## src/rtl/wb_stage_if.sv

```systemverilog
// MEM-to-WB bus plus the regFile writeback outputs of wb_stage.
// The slave modport is the stage itself; the master modport is the MEM/regFile side.
interface wb_stage_if #(
    parameter int DATA_W = 32,
    parameter int REG_AW = 5
) ();
    logic              in_valid;
    logic              stall;
    logic              flush;
    logic              mem_reg_write;
    logic              mem_jreg;
    logic [1:0]        mem_wb_sel;
    logic [REG_AW-1:0] mem_dest;
    logic [DATA_W-1:0] mem_alu_result;
    logic [DATA_W-1:0] mem_load_data;
    logic [DATA_W-1:0] mem_pc_plus4;
    logic [2:0]        mem_load_type;

    logic              regWrite;
    logic              Jreg;
    logic [REG_AW-1:0] writeReg;
    logic [DATA_W-1:0] writeData;
    logic              wb_valid;
    logic [31:0]       retire_count;

    modport slave (
        input  in_valid, stall, flush, mem_reg_write, mem_jreg, mem_wb_sel,
               mem_dest, mem_alu_result, mem_load_data, mem_pc_plus4, mem_load_type,
        output regWrite, Jreg, writeReg, writeData, wb_valid, retire_count
    );

    modport master (
        output in_valid, stall, flush, mem_reg_write, mem_jreg, mem_wb_sel,
               mem_dest, mem_alu_result, mem_load_data, mem_pc_plus4, mem_load_type,
        input  regWrite, Jreg, writeReg, writeData, wb_valid, retire_count
    );
endinterface

```

## src/rtl/wb_stage.sv

```systemverilog
// MEM/WB pipeline register, writeback mux and retired-instruction counter.
// Optional macro LOAD_EXT_EN enables byte/halfword load extraction with sign/zero extension.
module wb_stage #(
    parameter int DATA_W = 32,
    parameter int REG_AW = 5
) (
    input  logic       clk,
    input  logic       rst_n,
    wb_stage_if.slave  bus
);

    logic              valid_q,     valid_d;
    logic              reg_write_q, reg_write_d;
    logic              jreg_q,      jreg_d;
    logic [1:0]        wb_sel_q,    wb_sel_d;
    logic [REG_AW-1:0] dest_q,      dest_d;
    logic [DATA_W-1:0] alu_q,       alu_d;
    logic [DATA_W-1:0] load_q,      load_d;
    logic [DATA_W-1:0] pc4_q,       pc4_d;
    logic [2:0]        load_type_q, load_type_d;
    logic [31:0]       retire_q,    retire_d;

    logic [DATA_W-1:0] load_path;
    logic [DATA_W-1:0] write_data;

`ifdef LOAD_EXT_EN
    function automatic logic [DATA_W-1:0] load_extract(
        input logic [DATA_W-1:0] word,
        input logic [1:0]        addr,
        input logic [2:0]        ltype
    );
        logic [7:0]  b;
        logic [15:0] h;
        b = word[{addr, 3'b000} +: 8];
        h = word[{addr[1], 4'b0000} +: 16];
        if (ltype[1])
            return word;
        else if (ltype[0])
            return {{(DATA_W-16){h[15] & ~ltype[2]}}, h};
        else
            return {{(DATA_W-8){b[7] & ~ltype[2]}}, b};
    endfunction

    assign load_path = load_extract(load_q, alu_q[1:0], load_type_q);
`else
    logic unused_load_type;
    assign unused_load_type = ^load_type_q;
    assign load_path        = load_q;
`endif

    // Stage register update: flush beats stall beats load; a departing valid
    // instruction (no stall, or flushed out) bumps the retire counter.
    always_comb begin
        valid_d     = valid_q;
        reg_write_d = reg_write_q;
        jreg_d      = jreg_q;
        wb_sel_d    = wb_sel_q;
        dest_d      = dest_q;
        alu_d       = alu_q;
        load_d      = load_q;
        pc4_d       = pc4_q;
        load_type_d = load_type_q;
        retire_d    = retire_q;

        if (valid_q && (!bus.stall || bus.flush))
            retire_d = retire_q + 32'd1;

        if (bus.flush) begin
            valid_d = 1'b0;
        end else if (!bus.stall) begin
            valid_d     = bus.in_valid;
            reg_write_d = bus.mem_reg_write;
            jreg_d      = bus.mem_jreg;
            wb_sel_d    = bus.mem_wb_sel;
            dest_d      = bus.mem_dest;
            alu_d       = bus.mem_alu_result;
            load_d      = bus.mem_load_data;
            pc4_d       = bus.mem_pc_plus4;
            load_type_d = bus.mem_load_type;
        end
    end

    always_ff @(posedge clk or negedge rst_n) begin
        if (!rst_n) begin
            valid_q     <= 1'b0;
            reg_write_q <= 1'b0;
            jreg_q      <= 1'b0;
            wb_sel_q    <= 2'b00;
            dest_q      <= '0;
            alu_q       <= '0;
            load_q      <= '0;
            pc4_q       <= '0;
            load_type_q <= 3'b000;
            retire_q    <= 32'd0;
        end else begin
            valid_q     <= valid_d;
            reg_write_q <= reg_write_d;
            jreg_q      <= jreg_d;
            wb_sel_q    <= wb_sel_d;
            dest_q      <= dest_d;
            alu_q       <= alu_d;
            load_q      <= load_d;
            pc4_q       <= pc4_d;
            load_type_q <= load_type_d;
            retire_q    <= retire_d;
        end
    end

    always_comb begin
        write_data = alu_q;
        case (wb_sel_q)
            2'b01:   write_data = load_path;
            2'b10:   write_data = pc4_q;
            default: write_data = alu_q;
        endcase
    end

    // Writes to $0 are suppressed here; Jreg gating is left to regFile.
    assign bus.regWrite     = valid_q & reg_write_q & (dest_q != '0);
    assign bus.Jreg         = valid_q & jreg_q;
    assign bus.writeReg     = dest_q;
    assign bus.writeData    = write_data;
    assign bus.wb_valid     = valid_q;
    assign bus.retire_count = retire_q;

endmodule

```

## src/flat_wrapper.sv

```systemverilog
// flat-port wrapper written by rule: the top's interface ports become plain ports
module wb_stage_flat 
#(
    parameter int DATA_W = 32,
    parameter int REG_AW = 5
)
  (clk, rst_n, bus_in_valid, bus_stall, bus_flush, bus_mem_reg_write, bus_mem_jreg, bus_mem_wb_sel, bus_mem_dest, bus_mem_alu_result, bus_mem_load_data, bus_mem_pc_plus4, bus_mem_load_type, bus_regWrite, bus_Jreg, bus_writeReg, bus_writeData, bus_wb_valid, bus_retire_count);
  wb_stage_if #(.DATA_W(DATA_W), .REG_AW(REG_AW)) bus_i ();
  input  logic clk;
  input  logic rst_n;
  input wire logic [$bits(bus_i.in_valid)-1:0] bus_in_valid;
  input wire logic [$bits(bus_i.stall)-1:0] bus_stall;
  input wire logic [$bits(bus_i.flush)-1:0] bus_flush;
  input wire logic [$bits(bus_i.mem_reg_write)-1:0] bus_mem_reg_write;
  input wire logic [$bits(bus_i.mem_jreg)-1:0] bus_mem_jreg;
  input wire logic [$bits(bus_i.mem_wb_sel)-1:0] bus_mem_wb_sel;
  input wire logic [$bits(bus_i.mem_dest)-1:0] bus_mem_dest;
  input wire logic [$bits(bus_i.mem_alu_result)-1:0] bus_mem_alu_result;
  input wire logic [$bits(bus_i.mem_load_data)-1:0] bus_mem_load_data;
  input wire logic [$bits(bus_i.mem_pc_plus4)-1:0] bus_mem_pc_plus4;
  input wire logic [$bits(bus_i.mem_load_type)-1:0] bus_mem_load_type;
  output wire logic [$bits(bus_i.regWrite)-1:0] bus_regWrite;
  output wire logic [$bits(bus_i.Jreg)-1:0] bus_Jreg;
  output wire logic [$bits(bus_i.writeReg)-1:0] bus_writeReg;
  output wire logic [$bits(bus_i.writeData)-1:0] bus_writeData;
  output wire logic [$bits(bus_i.wb_valid)-1:0] bus_wb_valid;
  output wire logic [$bits(bus_i.retire_count)-1:0] bus_retire_count;
  assign bus_i.in_valid = bus_in_valid;
  assign bus_i.stall = bus_stall;
  assign bus_i.flush = bus_flush;
  assign bus_i.mem_reg_write = bus_mem_reg_write;
  assign bus_i.mem_jreg = bus_mem_jreg;
  assign bus_i.mem_wb_sel = bus_mem_wb_sel;
  assign bus_i.mem_dest = bus_mem_dest;
  assign bus_i.mem_alu_result = bus_mem_alu_result;
  assign bus_i.mem_load_data = bus_mem_load_data;
  assign bus_i.mem_pc_plus4 = bus_mem_pc_plus4;
  assign bus_i.mem_load_type = bus_mem_load_type;
  assign bus_regWrite = bus_i.regWrite;
  assign bus_Jreg = bus_i.Jreg;
  assign bus_writeReg = bus_i.writeReg;
  assign bus_writeData = bus_i.writeData;
  assign bus_wb_valid = bus_i.wb_valid;
  assign bus_retire_count = bus_i.retire_count;
  wb_stage #(.DATA_W(DATA_W), .REG_AW(REG_AW)) u_core (.clk(clk), .rst_n(rst_n), .bus(bus_i));
endmodule
```

## config.mk

```make
export PLATFORM = sky130hd
export DESIGN_NAME = wb_stage_flat
export DESIGN_NICKNAME = d
export VERILOG_FILES = /design/src/rtl/wb_stage_if.sv /design/src/rtl/wb_stage.sv /design/src/flat_wrapper.sv
export SDC_FILE = /design/constraint.sdc
export NUM_CORES = 1
export LEC_CHECK = 0
export ABC_AREA = 1
export CAP_MARGIN = 15
export CORE_ASPECT_RATIO = 1.2
export CORE_MARGIN = 1.5
export CORE_UTILIZATION = 48
export DETAILED_ROUTE_END_ITERATION = 8
export GPL_TIMING_DRIVEN = 0
export PLACE_DENSITY = 0.85
export SETUP_SLACK_MARGIN = 0.05
export SLEW_MARGIN = 25
export SYNTH_ARGS = -nofsm -noshare
export SYNTH_HDL_FRONTEND = slang
export SYNTH_SLANG_ARGS = --single-unit
export TNS_END_PERCENT = 30
```

## constraint.sdc

```tcl
create_clock -name clk -period 1.8 [get_ports clk]
set_clock_uncertainty 0.1 [all_clocks]
set_input_delay 0.36 -clock clk [delete_from_list [all_inputs] [get_ports clk]]
set_output_delay 0.36 -clock clk [all_outputs]
set_load 0.05 [all_outputs]
```

# Word level (Yosys, flattened, before mapping)
# Index checks and enable logic that the tools add are counted.
[totals] register_bits=138 latch_bits=0 ram_bits=0 romBits=0 in_bits=113 out_inout_bits=72 wordCells=26 memories=0
[op_classes] n_addsub=1 mul=0 n_div=0 n_lt_le_gt_ge=0 n_eq_ne=3 shift=0 n_mux=3 bitwise=5 n_reduce_logical=5
[op_table] cell="32-bit case mux with 2 select lines" n=1
[op_table] cell="32-bit by 1-bit adder with 32-bit output, second input constant" n=1
[op_table] cell="5-bit nonzero test" n=1
[op_table] cell="1-bit AND" n=3
[op_table] cell="2-bit by 1-bit equality test with 1-bit output, second input constant" n=1
[op_table] cell="2-bit equality test, second input constant" n=1
[op_table] cell="1-bit 2-to-1 mux" n=2
[op_table] cell="2-bit by 1-bit != test with 1-bit output, second input constant" n=1
[op_table] cell="1-bit inverter" n=2
[op_table] cell="2-bit AND reduction" n=1
[op_table] cell="1-bit logical AND" n=1
[op_table] cell="1-bit zero test" n=1
[op_table] cell="1-bit logical OR" n=1

# Logic depth before layout (Yosys ltp)
[logic_depth] word_depth=3 depth_mapped=9 ltp_nobuf=9

# Least setup slack after synthesis
# OpenSTA, ideal clock, no wires.
[synth_timing] kind="register -> output" from="register u_core.wb_sel_q[0]" to="output port bus_writeData[11]" t_arrival_ns=2.127 required_time_ns=1.340 slack_ns=-0.787 path_stages_with_launch=6 path_cell_list="dfrtp_1 inv_1 ha_1 clkinv_1 clkbuf_1 o21ai_0"
[synth_via] elab_chain_len=2 word_cells_on_any_way=3 classes_between="eq/ne: 2; mux: 1"
[synth_lines] item="start: declaration" line_no="wb_stage.sv:15" rtl="logic [1:0] wb_sel_q, wb_sel_d;"
[synth_lines] item="start signal: assignment" line_no="wb_stage.sv:99" rtl="wb_sel_q <= wb_sel_d;"
[synth_lines] item="2-bit equality test or 2-bit by 1-bit equality test with 1-bit output (tied branches)" line_no="wb_stage.sv:111" rtl="case (wb_sel_q)"
[synth_lines] item="32-bit case mux with 2 select lines *" line_no="wb_stage.sv:111"
[synth_lines] item="end: declaration" line_no="flat_wrapper.sv:25" rtl="output wire logic [$bits(bus_i.writeData)-1:0] bus_writeData;"
# Mark *: on every way between the ends. The rest lies on a longest branch, timed or not.

# Worst setup path in the final report
[layout_timing] from="register u_core.wb_sel_q[1]" to="output port bus_writeData[24]"
# The elaborated chain is that of the path after synthesis.

==> reports/results.tsv <==
stage	metric	value	unit
outcome	outcome	complete, but fails checks	
outcome	violated checks	negative setup slack	
clock_tree	number of buffers created by CTS	17	
worst_setup_path	CP Launch Type	flop	
hold_path	hold wc startpoint	bus_mem_reg_write	
clock_tree	TritonCTS clock tree	done	
clock_tree	clock-pin slew on the worst setup and hold paths	0.06	ns
clock_tree	CTS Root Cell	clkbuf_16	
clock_tree	clk_lat worst skew	0.42	ns
sta	RSZ-0062 raised after global routing	yes	
layout	area of the multi-input gates	3030	um2
yosys	#FFs+latches synth	138	
sta	Slew HR	0.556	
route	wire per inst	19.3	um
power	VDD IR max	746	uV
route	Via density	5.66	
yosys	xor/xnor share of the synthesized area	0.0299	
floorplanning	floorplan core area	13200	um2
worst_setup_path	Worst R2R Setup Slack	0.13	ns
worst_setup_path	reg2reg start	u_core.bus.retire_count[0]$_DFFE_PN0P_	
power	PD cells	1110	nW/um2
floorplanning	Starting Density	0.488	
yosys	leading area contributor after synthesis	dfrtp_1	
hold_path	hold endpoint	u_core.reg_write_q$_DFFE_PN0P_	
route	Antenna Nets Post-Route	0	
worst_setup_path	reg2reg end	u_core.bus.retire_count[20]$_DFFE_PN0P_	
clock_tree	CTS max path bufs	2	
yosys	compound-cell area share of the yosys netlist	0.137	
worst_setup_path	slowest CP cell	dfrtp_1	
hold_path	hold path depth	3	
worst_setup_path	Max Fanout on Critical Path	10	
global_route	first-pass GRT wire length	32400	um
clock_tree	clk sink count	138	
route	Pre-antenna DRT Iters	5	
yosys	Synth top area share	0.537	
yosys	Syn Inst Count	787	
layout	Layout area overhead	58.4	%
worst_setup_path	Worst EP required	1.34	ns
layout	Register Area	3460	um2
layout	# fillers	803	
route	DRC Markers	0	
sta	Final Cycle Share	1.30	
global_route	vias in the first global route	6468	
run	maxcap violations	0	
floorplanning	IO Count	185	
power	Psw	4.09	mW
route	drt initial violations	588	
yosys	Cell variety after synth	27	
yosys	synthesized area per cell	8.17	um2
yosys	Synth area leaders	dfrtp_1 (54%), nand2_1 (12%), o21ai_0 (9.4%), inv_1 (7.6%), o22ai_1 (3.0%)	
place	GP Congestion	0.856	
worst_setup_path	Setup CP Type	reg -> out	
yosys	Post-Syn Nets	903	
global_route	pin count of the biggest net entering global routing	86	
floorplanning	die width	109	um
layout	Antenna Cells	0	
worst_setup_path	cells on worst reg2reg path	7	
sta	Period minus WS final	2.34	ns
global_route	GRT Total Usage	0.303	
worst_setup_path	WP data arrival	1.88	ns
sta	worst slew pin tran	0.666	ns
worst_setup_path	crit-path max cell delay	0.42	ns
sta	pins over their slew limit	0	
floorplanning	die height	130	um
power	Pint	7.20	mW
layout	nets	1115	
route	DRT Wirelength	22700	um
yosys	main combinational cell family by area after synthesis	simple AND/OR/NAND/NOR gates	
yosys	post-synthesis cell area	6430	um2
place	Placed Cells	1137	
power	clock group share of total power	0.331	
floorplanning	std cell rows	46	
layout	Post-Layout Cell Count	1180	
place	placed cell areas	8910	um2
layout	layout cells sized above 1	0.259	
power	Comb pwr share	0.344	
place	hpwl dp	13800	um
sta	final worst slack	-0.539	ns
worst_setup_path	crit path cell chain	inv_2, ha_4, inv_8, buf_12, o22ai_2, nand2_2, o21ai_4, buf_6	
global_route	Overflow after GRT	0	
sta	TNS Setup	-14.78	ns
power	sequential share of power	0.325	
global_route	initial antenna violation count	0	
place	Port Buffers	181	
yosys	adder-cell share of the synthesized area	0.00583	
floorplanning	DIE AREA	14100	um2
route	Via Count	6678	
layout	post-route core utilization	0.773	
layout	post-route cell area	10200	um2
yosys	Ys Warns	0	
clock_tree	# H-tree levels	4	
yosys	post-synthesis simple-gate area fraction	0.190	
yosys	sequential fraction of the synthesis area	0.537	
sta	FMAX	428	MHz
hold_path	Hold/Removal Path Class	in -> reg	
sta	worst hold margin	0.373	ns
yosys	post-synthesis mux area share	0	
power	sw frac	0.362	
place	Place WS	-0.912	ns
sta	final hold vios	0	
power	Power Total	11.3	mW
sta	Finish-stage setup viols	33	
power	Leak Pwr	4.63	nW
worst_setup_path	CP endpoint kind	output pin	
==> layout by cell type (no fill, tap or decap), drive strengths merged, types with 20 or more instances in the layout <==
cell type	netlist	layout
buf	17	73
clkbuf	17	37
clkdlybuf4s15	0	20
clkdlybuf4s50	0	108
dfrtp	138	138
inv	132	140
nand2	216	216
nand3	23	23
nor2	35	35
o21ai	130	130
o22ai	31	31
==> worst max path at each step <==
stage | start | end | slack, ns | cells past startpoint
after floorplan | u_core.bus.wb_valid$_DFFE_PN0N_ | bus_regWrite | 0.02 | 2
after global placement | rst_n | u_core.bus.retire_count[1]$_DFFE_PN0P_ | -5.60 | 1
after detailed placement | u_core.wb_sel_q[1]$_DFFE_PN0P_ | bus_writeData[21] | -0.91 | 8
after CTS | u_core.wb_sel_q[1]$_DFFE_PN0P_ | bus_writeData[6] | -0.49 | 6
after global routing | u_core.wb_sel_q[1]$_DFFE_PN0P_ | bus_writeData[21] | -0.57 | 8
final | u_core.wb_sel_q[1]$_DFFE_PN0P_ | bus_writeData[24] | -0.54 | 8
==> synthesized netlist by cell type, drive strengths merged <==
cell / number
nand2: 216
dfrtp: 138
inv: 132
o21ai: 130
nor2: 35
o22ai: 31
nand3: 23
buf: 17
clkbuf: 17
xor2: 12
nand4: 11
xnor2: 10
nor3: 4
a21oi: 3
ha: 3
nand3b: 2
clkinv: 1
nor4: 1
o311ai: 1
==> layer usage <==
metal	wire length (um)	global-route usage	vias up
li1	-	-	2913
met1	8080	0.350	3216
met2	11500	0.526	426
met3	1800	0.0599	123
met4	1360	0.166	0
met5	0	0	-
==> repair_timing <==
action,in CTS,in global routing
gates resized for setup,421,85
cloned,5,2
pin swaps,7,8
hold buffers,1,0
endpoints found under the hold margin,84,0
buffers inserted,2,1
endpoints found under the setup margin,115,81
==> power groups by stage <==
| stage | Combinational (mW) | Sequential [mW] | Clock [mW] |
|---|---|---|---|
| 2_1_floorplan | 1.84 | 3.87 | 0 |
| 3_3_place_gp | 3.09 | 3.67 | 0 |
| 3_5_place_dp | 3.14 | 3.68 | 0 |
| 4_1_cts | 3.55 | 3.64 | 3.69 |
| 5_1_grt | 4.03 | 3.69 | 3.89 |
| 6_report | 3.88 | 3.66 | 3.74 |
==> area by class of cell <==
class | instances | share of cell area
multi-input cells | 482 | 0.297
plain buffers | 34 | 0.0351
repair inverters | 1 | 0.000860
well taps | 168 | 0.0206
flip-flops and latches | 138 | 0.339
clock inverters | 14 | 0.0179
clock buffers | 18 | 0.0431
repair buffers | 192 | 0.194
inverters | 133 | 0.0512
==> worst max-delay path, delay by kind of cell (launching register included) <==
family | cells | cell delay, ns
compound gates | 2 | 0.24
fa+ha+maj | 1 | 0.16
buf+inv | 4 | 0.48
flops | 1 | 0.42
simple gates | 1 | 0.13
==> kinds of logic after synthesis <==
logic type                 count (synthesis)
adders and majority gates                  3
AOI/OAI and AO/OA                        165
buffers and inverters                    167
and+or+nand+nor                          292
DFF                                      138
xor gates and xnor gates                  22
==> sequential cells by signal, indices dropped and copies added (netlist names) <==
name and count:
u_core.alu_q 32, u_core.bus.retire_count 32, u_core.bus.wb_valid 1, u_core.bus.writeReg 5, u_core.jreg_q 1, u_core.load_path 32
u_core.pc4_q 32, u_core.reg_write_q 1, u_core.wb_sel_q 2
Note: power is estimated with default switching activity, not from simulation.
==> edit 1: new RTL, same flow settings <==
`DATA_W` is set to 32 in 3 places; all go to 64.
--- a/src/rtl/wb_stage_if.sv
+++ b/src/rtl/wb_stage_if.sv
@@ -3,3 +3,3 @@
 interface wb_stage_if #(
-    parameter int DATA_W = 32,
+    parameter int DATA_W = 64,
     parameter int REG_AW = 5
--- a/src/rtl/wb_stage.sv
+++ b/src/rtl/wb_stage.sv
@@ -3,3 +3,3 @@
 module wb_stage #(
-    parameter int DATA_W = 32,
+    parameter int DATA_W = 64,
     parameter int REG_AW = 5
--- a/src/flat_wrapper.sv
+++ b/src/flat_wrapper.sv
@@ -3,3 +3,3 @@
 #(
-    parameter int DATA_W = 32,
+    parameter int DATA_W = 64,
     parameter int REG_AW = 5
Ports: changed (resized bus_mem_alu_result, bus_mem_load_data, bus_mem_pc_plus4 and bus_writeData); port bits go from 185 to 313. The function was not compared with the original's and may differ.
==> edit 1 against the original RTL <==
  * The run ends with DRC, setup timing left
  * Clock power grew 44%
  * Count of clock-buffer cells in the layout grew 14
  * Synthesized area up 66%
  * Sequential cell count is 96 higher
  * Wire length up 73%
  * Die area increased by 64%
  * Setup slack lost 0.16 ns
  * Register-to-register slack worse by 0.08 ns
  * Total power up 60%
  * Global-route usage rose by 3.5 points
  * Design area is 60% higher
==> edit 1: results (changes against the original RTL) <==
status - finished with violations (unchanged)
failing checks - DRC, setup timing (was setup timing)
layout cell share with drive strength beyond 1 - 19.1% (was 25.9%)
Synth top cells by count - 348 x nand2_1, 258 x o21ai_0, 234 x dfrtp_1 (was 214 x nand2_1, 138 x dfrtp_1, 130 x inv_1)
r2r startpoint - u_core.bus.retire_count[1] (was u_core.bus.retire_count[0])
initial antenna violation count - 4 (was 0)
final HPWL from detailed placement - 26.6 mm (was 13.8 mm)
Worst Slack Setup Final - -0.701 ns (was -0.539 ns)
Clock Tree Buf Depth - 3 (was 2)
first-pass GRT wire length - 60.8 mm (was 32.4 mm)
vias per inst - 5.57 (was 5.66)
Nets - 1865 (was 1115)
gr usage total - 33.8% (was 30.3%)
vias in the first global route - 11.2k (was 6468)
Max FO, Critical Path - 10 (unchanged)
Routed WL - 39.4 mm (was 22.7 mm)
drt drc - 17 (was 0)
number of port buffers - 309 (was 181)
post-synthesis async set-or-reset flop share - 100% (unchanged)
Slew @ Worst Pin - 0.562 ns (was 0.666 ns)
post-synthesis cell type count - 28 (was 27)
clock transition at the registers of the reported paths - 0.07 ns
Clk Latency, worst-skew pair - 0.52 ns (was 0.42 ns)
Crit path arrival time - 2.04 ns (was 1.88 ns)
gpl congestion - 0.893 (was 0.856)
first-pass detailed-route iteration total - 8 (was 5)
sequential fraction of the synthesis area - 54.9% (was 53.7%)
Routed wire per std cell - 20.2 µm (was 19.3 µm)
H-tree level count - 1 (was 4)
leakage dissipation - 7.56 nW (was 4.63 nW)
hold path startpoint - bus_mem_alu_result[52] (was bus_mem_reg_write)
Max VDD drop - 709 µV (was 746 µV)
Final Setup Violations - 83 (was 33)
Post-DP Area - 0.0149 mm² (was 0.00891 mm²)
largest cells by area after synthesis - dfrtp_1 55%, nand2_1 12%, o21ai_0 12% (was dfrtp_1 54%, nand2_1 12%, o21ai_0 9.4%)
dpl ws - -1.15 ns (was -0.912 ns)
Iter 0 DRT Violations - 1028 (was 588)
[edit 1: cell count changes after synthesis, sizes merged, moves of 2 or more]
| cell | change |
|---|---|
| xor2 | -2 |
| buf | +12 |
| inv | +103 |
| nor3 | -2 |
| clkbuf | +22 |
| o22ai | +32 |
| xnor2 | +2 |
| nand2 | +134 |
| nand3 | -9 |
| dfrtp | +96 |
| o21ai | +128 |
[edit 1: where the power goes]
group	switching, mW	internal (mW)	total [mW]
Combinational	4.12	2.44	6.56
Clock	2.19	3.21	5.40
Sequential	0.250	5.89	6.14
Total	6.56	11.5	18.1
[edit 1: area by class of cell]
type | count | area [µm²] | share of cell area [%]
repair buffers | 321 | 3230 | 19.8
well taps | 274 | 343 | 2.10
clock buffers | 32 | 671 | 4.12
plain buffers | 68 | 629 | 3.86
repair inverters | 1 | 7.51 | 0.0461
flip-flops and latches | 234 | 5860 | 36.0
multi-input cells | 768 | 4470 | 27.4
clock inverters | 12 | 183 | 1.12
inverters | 235 | 897 | 5.51
diodes | 4 | 10.0 | 0.0614
[edit 1: cells by family (layout without fill, tap and decap cells)]
group           count (synthesis)  in the layout  synth area share (%)
other cells                     0              4                     0
buf+inv                       303            669                  11.0
xor+xnor                       22             22                  1.81
compound gates                326            326                  16.2
simple gates                  417            417                  15.8
fa+ha+maj                       3              3                 0.352
flops                         234            234                  54.9
[edit 1: tightest hold or removal path: cells and delay by family]
kind / cells / cell delay [ns]
buf+inv: 1 / 0.39
compound gates: 1 / 0.07
simple gates: 1 / 0.06
[edit 1: what timing repair did]
item	4_1_cts	5_1_grt
gates resized for setup	634	91
cloned	2	2
hold buffers	1	0
hold endpoints to repair	53	0
buffers inserted	6	0
setup endpoints to repair	220	264
pin swaps	5	8
[edit 1: worst paths after layout]
check / endpoint / slack [ns] / depth (start not counted)
worst max-delay path: bus_writeData[4] / -0.70 / 5
worst max register to register: u_core.bus.retire_count[30] / 0.05 / 10
worst min register to register: u_core.alu_q[39] / 0.37 / 2
max in group asynchronous: u_core.bus.retire_count[0] / 0.44 / 3
worst min-delay path: u_core.alu_q[52] / 0.28 / 3
min in group asynchronous: u_core.alu_q[47] / 0.29 / 2
[edit 1: metal layers]
layer,part of all wire [%],track usage [%]
met5,0,0
met1,38,41.2
met4,6.1,19.5
met2,48,56.8
met3,7.8,5.65
[edit 1: stage by stage]
stage | setup TNS [ns] | total power, mW
floorplan | -1.24 | 9.83
global placement | -2428.40 | 11.9
detailed placement | -174.10 | 12.0
CTS | -51.46 | 18.0
global route | -48.38 | 18.6
finish | -42.67 | 18.1
==> edit 2: new RTL, same flow settings <==
Without the edit above. Make the reset (`rst_n`) synchronous in one clocked block.
--- a/src/rtl/wb_stage.sv
+++ b/src/rtl/wb_stage.sv
@@ -82,3 +82,3 @@
 
-    always_ff @(posedge clk or negedge rst_n) begin
+    always_ff @(posedge clk) begin
         if (!rst_n) begin
Function: differs if rst_n is asserted again (counterexample within 4 cycles, from zero or initial values and one cycle with rst_n low); with rst_n held inactive, the same outputs for 10 cycles.
==> edit 2 against the original RTL <==
  * The flow still finishes with violations (setup timing)
  * Critical path depth decreased by 1
  * Total power decreased by 20%
  * Setup slack got worse by 0.038 ns
  * Critical endpoint is now bus_writeData[17]
  * Wire length decreased by 0.42%
  * Design area decreased by 4.9%
  * First-iteration DRC count increased by 29%
  * Via count increased by 7.7%
  * Synthesized area decreased by 5.7%
  * Hold slack got worse by 0.11 ns
  * Sequential cell count unchanged
==> edit 2: results (changes against the original RTL) <==
final HPWL from detailed placement - 14.5 mm (was 13.8 mm)
Power, Total - 9.05 mW (was 11.3 mW)
clock network power share - 37.9% (was 33.1%)
Main synth FF type - dfxtp_1 (was dfrtp_1)
area delta synth->final - 59.6% (was 58.4%)
failing checks - setup timing (unchanged)
largest net degree at the start of global routing - 17 (was 86)
gr usage total - 32.2% (was 30.3%)
Multi-input gate area - 0.00367 mm² (was 0.00303 mm²)
Synth top cells by count - 295 x nor2_1, 138 x dfxtp_1, 117 x o21ai_0 (was 214 x nand2_1, 138 x dfrtp_1, 130 x inv_1)
Slew @ Worst Pin - 0.644 ns (was 0.666 ns)
post-synthesis async set-or-reset flop share - 0% (was 100%)
layout cell share with drive strength beyond 1 - 22.9% (was 25.9%)
dpl ws - -1.00 ns (was -0.912 ns)
post_cts resized - 381 (was 421)
clock buffer count - 25 (was 18)
nonclk inv count - 48 (was 134)
ClkCell Share - 5.85% (was 6.10%)
Routed wire per std cell - 17.7 µm (was 19.3 µm)
nonclk buf count - 238 (was 226)
setup_tns - -14.71 ns (was -14.78 ns)
Worst Slack Setup Final - -0.577 ns (was -0.539 ns)
combinational power share - 25.1% (was 34.4%)
Max FO, Critical Path - 8 (was 10)
status - finished with violations (unchanged)
Iter 0 DRT Violations - 757 (was 588)
Final Setup Violations - 32 (was 33)
gpl congestion - 0.902 (was 0.856)
## edit 2: cell types whose count changed after synthesis, sizes merged, moves of 9 or more
cell    unedited run  this run
nand2            216       107
o21ai            130       117
inv              132        48
a21oi              3        81
nor2              35       302
clkbuf            17        32
xnor2             10         1
xor2              12         2
dfxtp              0       138
o22ai             31         0
dfrtp            138         0
## edit 2: routing by layer
metal / track usage [%] / vias to the layer above / routed length (µm)
li1: - / 3302 / -
met1: 36.1 / 3288 / 8310
met2: 55.6 / 469 / 11000
met3: 7.19 / 131 / 1920
met4: 19.2 / 0 / 1390
met5: 0 / - / 0
## edit 2: final timing paths
path / from / endpoint / slack, ns / depth (start not counted)
setup / recovery: u_core.wb_sel_q[0] / bus_writeData[17] / -0.58 / 7
hold / removal: rst_n / u_core.alu_q[16] / 0.26 / 3
setup reg to reg: u_core.bus.retire_count[5] / u_core.bus.retire_count[31] / 0.12 / 9
hold reg to reg: u_core.bus.retire_count[11] / u_core.bus.retire_count[11] / 0.39 / 2
